### src/rtl/vx_fpu_fflags_acc.sv
// -----------------------------------------------------------------------------
// vx_fpu_fflags_acc
//
// Collects the RISC-V floating-point exception flags (NV,DZ,OF,UF,NX in bits
// 4..0) from FPU commits into one sticky fflags register per warp. It also
// reports to the CSR unit when flags for a warp are still in flight.
//
// Pipeline:
//   S0 - registers the commit: valid, warp id, thread mask and raw lane flags.
//   S1 - ORs the flags of the active lanes together into one 5-bit value.
//   The sticky array is updated from S1 on the following edge.
//
// Ports:
//   clk, reset          clock; synchronous active-high reset
//   commit_valid        FPU commit this cycle (always accepted)
//   commit_wid          warp of the commit
//   commit_tmask        active lanes of the commit
//   commit_has_fflags   instruction produces fflags
//   commit_fflags       lane i flags in bits [5i+4:5i]
//   csr_read_wid        warp whose flags are read
//   csr_read_fflags     sticky flags of csr_read_wid (combinational, no bypass)
//   csr_read_pending    S0 or S1 holds a valid entry for csr_read_wid
//   csr_write_valid     CSR write of fflags
//   csr_write_wid       warp being written
//   csr_write_fflags    complete new fflags value
// -----------------------------------------------------------------------------
module vx_fpu_fflags_acc #(
  parameter int NUM_WARPS   = 4,
  parameter int NUM_THREADS = 4,
  parameter int WID_W       = (NUM_WARPS > 1) ? $clog2(NUM_WARPS) : 1
) (
  input  logic                     clk,
  input  logic                     reset,
  input  logic                     commit_valid,
  input  logic [WID_W-1:0]         commit_wid,
  input  logic [NUM_THREADS-1:0]   commit_tmask,
  input  logic                     commit_has_fflags,
  input  logic [5*NUM_THREADS-1:0] commit_fflags,
  input  logic [WID_W-1:0]         csr_read_wid,
  output logic [4:0]               csr_read_fflags,
  output logic                     csr_read_pending,
  input  logic                     csr_write_valid,
  input  logic [WID_W-1:0]         csr_write_wid,
  input  logic [4:0]               csr_write_fflags
);

  // S0 stage
  logic                     s0_valid_reg;
  logic [WID_W-1:0]         s0_wid_reg;
  logic [NUM_THREADS-1:0]   s0_tmask_reg;
  logic [5*NUM_THREADS-1:0] s0_fflags_reg;

  // S1 stage
  logic                     s1_valid_reg;
  logic [WID_W-1:0]         s1_wid_reg;
  logic [4:0]               s1_flags_reg;

  // Sticky per-warp flags
  logic [4:0] sticky_reg  [NUM_WARPS];
  logic [4:0] sticky_next [NUM_WARPS];

  logic [4:0] lane_masked [NUM_THREADS];
  logic [4:0] reduced_flags;
  logic       s0_wid_ok;
  logic       read_wid_ok;

  // Inactive lanes are forced to zero before the reduction, so set flag bits
  // on masked-off lanes can never reach the sticky register.
  genvar gi;
  generate
    for (gi = 0; gi < NUM_THREADS; gi++) begin : g_lane
      assign lane_masked[gi] = s0_tmask_reg[gi] ? s0_fflags_reg[5*gi +: 5] : 5'd0;
    end
  endgenerate

  always_comb begin
    reduced_flags = 5'd0;
    for (int i = 0; i < NUM_THREADS; i++) begin
      reduced_flags = reduced_flags | lane_masked[i];
    end
  end

  // A warp id is out of range only when NUM_WARPS is not a power of two.
  // Such entries are dropped when they move into S1, so they never touch sticky.
  generate
    if ((1 << WID_W) == NUM_WARPS) begin : g_wid_full
      assign s0_wid_ok   = 1'b1;
      assign read_wid_ok = 1'b1;
    end else begin : g_wid_partial
      assign s0_wid_ok   = (int'(s0_wid_reg) < NUM_WARPS);
      assign read_wid_ok = (int'(csr_read_wid) < NUM_WARPS);
    end
  endgenerate

  // The CSR write is applied first and the S1 commit is ORed on top, so flags
  // that are already in flight survive a concurrent write or clear.
  always_comb begin
    for (int w = 0; w < NUM_WARPS; w++) begin
      sticky_next[w] = sticky_reg[w];
      if (csr_write_valid && (csr_write_wid == WID_W'(w))) begin
        sticky_next[w] = csr_write_fflags |
                         ((s1_valid_reg && (s1_wid_reg == WID_W'(w))) ? s1_flags_reg : 5'd0);
      end else if (s1_valid_reg && (s1_wid_reg == WID_W'(w))) begin
        sticky_next[w] = sticky_reg[w] | s1_flags_reg;
      end
    end
  end

  // Control state and sticky array (reset)
  always_ff @(posedge clk) begin
    if (reset) begin
      s0_valid_reg <= 1'b0;
      s1_valid_reg <= 1'b0;
      for (int w = 0; w < NUM_WARPS; w++) begin
        sticky_reg[w] <= 5'd0;
      end
    end else begin
      s0_valid_reg <= commit_valid & commit_has_fflags & (|commit_tmask);
      s1_valid_reg <= s0_valid_reg & s0_wid_ok;
      for (int w = 0; w < NUM_WARPS; w++) begin
        sticky_reg[w] <= sticky_next[w];
      end
    end
  end

  // Payload registers are qualified by the valid bits and need no reset.
  always_ff @(posedge clk) begin
    s0_wid_reg    <= commit_wid;
    s0_tmask_reg  <= commit_tmask;
    s0_fflags_reg <= commit_fflags;
    s1_wid_reg    <= s0_wid_reg;
    s1_flags_reg  <= reduced_flags;
  end

  assign csr_read_fflags  = read_wid_ok ? sticky_reg[csr_read_wid] : 5'd0;
  assign csr_read_pending = (s0_valid_reg && (s0_wid_reg == csr_read_wid)) ||
                            (s1_valid_reg && (s1_wid_reg == csr_read_wid));

endmodule

### config.mk
export PLATFORM = sky130hd
export DESIGN_NAME = vx_fpu_fflags_acc
export DESIGN_NICKNAME = d
export VERILOG_FILES = /design/src/rtl/vx_fpu_fflags_acc.sv
export SDC_FILE = /design/constraint.sdc
export NUM_CORES = 1
export LEC_CHECK = 0
export BUFFER_PORTS_ARGS = -buffer_cell sky130_fd_sc_hd__buf_2
export CORE_MARGIN = 2
export CORE_UTILIZATION = 35
export CTS_BUF_LIST = sky130_fd_sc_hd__clkbuf_4 sky130_fd_sc_hd__clkbuf_8 sky130_fd_sc_hd__clkbuf_16
export CTS_CLUSTER_DIAMETER = 60
export CTS_CLUSTER_SIZE = 28
export DETAILED_ROUTE_END_ITERATION = 10
export GPL_TIMING_DRIVEN = 0
export SYNTH_ARGS = -nofsm -noshare
export SYNTH_HDL_FRONTEND = slang
export SYNTH_SLANG_ARGS = --single-unit
export TNS_END_PERCENT = 5
### constraint.sdc
create_clock -name clk -period 1.9 [get_ports clk]
set_clock_uncertainty 0.2 [all_clocks]
set_input_delay 0.19 -clock clk [delete_from_list [all_inputs] [get_ports clk]]
set_output_delay 0.19 -clock clk [all_outputs]
set_load 0.1 [all_outputs]
==> impl_metrics.json <==
{
  "synthTopCellsByArea": "dfxtp_1 (60%), a22oi_1 (12%), mux4_2 (6.1%), nand2_1 (5.5%), a21oi_1 (5.5%)",
  "path_clk_slew_ps": 90,
  "syn_avg_cell_area_um2": 11.3,
  "post_cts_buffers": 0,
  "hold_depth": 3,
  "cp.arrival_ps": 1410,
  "top_layer_used": "met4",
  "synth-seq-area-share_pct": 60.0,
  "regArea_mm2": 0.00110,
  "tightest_slew_ps": 517,
  "cp-end-kind": "primary output",
  "ys_warn_count": 0,
  "hp-start": "csr_write_fflags[1]",
  "r2r_start": "s1_valid_reg$_SDFF_PP0_",
  "layout-drive-gt1-share_pct": 26.1,
  "cts_sinks": 55,
  "final_core_util_pct": 49.6,
  "gp_congestion": 0.799,
  "cp.depth": 2,
  "cellPowerDensity_mw_per_mm2": 846,
  "htree_levels": 2,
  "cts_tree": "built",
  "drt-met1-wl_um": 1720,
  "drt-wirelength-per-cell_um": 14.3,
  "dr_wl_met2_um": 2320,
  "via_count": 1520,
  "num_io_pins": 46,
  "max_freq_mhz": 556,
  "layout_common_cells": "dfxtp_1 (55), buf_2 (44), a22oi_1 (30)",
  "hp-class": "input port to flip-flop",
  "die_w_um": 76.4,
  "coreArea_mm2": 0.00507,
  "synth_area_leader_cell": "dfxtp_1",
  "crit_slowest_cell": "mux4_2",
  "wl_met3_um": 289,
  "rsz0062_at_grt": "false",
  "synth_area_mm2": 0.00183,
  "tns_ps": 0,
  "chipHeight_um": 76.4,
  "hpwl_um": 2820,
  "synth_nets": 202,
  "ys_ff_latch": 55,
  "overflow": 0,
  "wl_um": 4440,
  "grt.total_usage_pct": 16.8,
  "p_total_w": 0.00213,
  "initial_core_util_pct": 36.1,
  "worstSetupPathType": "flip-flop to primary output",
  "maxCapViolations": 0,
  "path_max_fanout": 2,
  "grt_pass1_vias": 1586,
  "drv_slew": 0,
  "drtAntennaViolNets": 0,
  "root_buffer": "clkbuf_8",
  "antenna_cells": 0,
  "timing.rr.end": "sticky_reg[0][3]$_SDFFE_PP0P_",
  "max_stage_delay_ps": 470,
  "grt_pass1_wl_um": 7510,
  "via_per_inst": 4.89,
  "cts_buffers": 5,
  "clk_path_buf_depth": 2,
  "fin_crit_ps": 1800,
  "r2r_slack_ps": 540,
  "drtIter0Drc": 107,
  "crit_family": "multiplexers",
  "nets": 281,
  "dieArea_mm2": 0.00584,
  "multiInputGateArea_um2": 716,
  "rr_worst_depth": 3,
  "drcViolationCount": 0,
  "finalSetupViolCount": 0,
  "irDropWorstVdd_v": 0.000569,
  "cp-startpoint": "sticky_reg[2][3]$_SDFFE_PP0P_",
  "critical_path_buf_inv_count": 1,
  "crit_chain": "mux4_2, buf_2",
  "required_ps": 1510,
  "hold_path_end": "sticky_reg[1][1]$_SDFFE_PP0P_",
  "netlist.area_leader.share_pct": 60.0,
  "ys_types": 20,
  "final_common_cell": "dfxtp_1",
  "power.leakage_nw": 1.02,
  "antenna_found_initial": 0,
  "critPathLaunchType": "flip-flop",
  "io_buffers": 43,
  "drtPass1Iterations": 4,
  "finalHoldViolCount": 0,
  "rows": 26,
  "syn_to_final_growth_pct": 37.2,
  "fillers": 479,
  "max_slew_margin_pct": 65.6,
  "netlist_instances": 162,
  "grt_max_degree": 18,
  "clk_latency_ps": 310,
  "status": "completed",
  "finalCritPeriodShare_pct": 94.7
}
==> area by class of cell <==
type                    count  share of cell area (%)
plain buffers               4                   0.696
clock buffers               5                    2.73
clock inverters             2                   0.696
multi-input cells         103                    28.4
flip-flops and latches     55                    43.8
well taps                  70                    3.48
repair buffers             72                    20.2
==> per-stage QoR <==
stage | worst slack, ps | cells | hold WS (ps) | instance area (um^2)
2_1_floorplan | 249 | 162 | 17.7 | 1830
3_3_place_gp | 175 | 275 | 92.1 | 2140
3_5_place_dp | 178 | 275 | 93.6 | 2140
4_1_cts | 55.4 | 311 | 34.2 | 2510
5_1_grt | 45.0 | 311 | 52.6 | 2520
6_report | 100 | 311 | 46.7 | 2520
==> cell families (layout without fill, tap and decap cells) <==
kind of cell / count (synthesis) / count (layout) / share of synthesized area, %
flops: 55 / 55 / 60.0
xor+xnor: 4 / 4 / 1.91
compound gates: 50 / 50 / 17.7
mux: 5 / 5 / 6.14
simple gates: 44 / 44 / 13.2
buf+inv: 4 / 83 / 0.955
==> worst max-delay path by stage <==
stage,slack [ps],endpoint
4_1_cts,60,csr_read_pending
6_report,100,csr_read_fflags[3]
2_1_floorplan,250,csr_read_pending
5_1_grt,40,csr_read_fflags[3]
3_3_place_gp,180,csr_read_fflags[3]
3_5_place_dp,180,csr_read_fflags[3]
==> power by group <==
group	switching, W	total (W)	internal [W]
registers	0.0000359	0.00125	0.00121
logic	0.000130	0.000252	0.000121
clock network	0.000369	0.000629	0.000260
total	0.000535	0.00213	0.00159
==> Yosys cell counts (all sizes together) <==
master  count
nand2      27
or3b        1
xnor2       4
buf         2
nor3        1
dfxtp      55
nor3b       2
a21oi      20
mux4        5
nand3b      2
a22oi      30
nand3       3
nor4        1
and3        2
clkbuf      2
nor2b       1
and3b       4
==> layer usage <==
| metal | vias up | GRT usage, % |
|---|---|---|
| met5 | - | 0 |
| met4 | 0 | 7.09 |
| met3 | 12 | 4.38 |
| met2 | 60 | 29.6 |
| met1 | 691 | 19.2 |
| li1 | 757 | - |
==> timing repair <==
item / 4_1_cts / 5_1_grt
resized for setup: 0 / 1
endpoints found under the hold margin: 28 / 0
setup endpoints to repair: 0 / 1
hold buffers: 29 / 0
==> tightest hold or removal path, delay by kind of cell <==
family	cells	cell delay (ps)
compound gates	2	210
buf+inv	1	120
No activity file was read; power rests on OpenSTA's default activity.
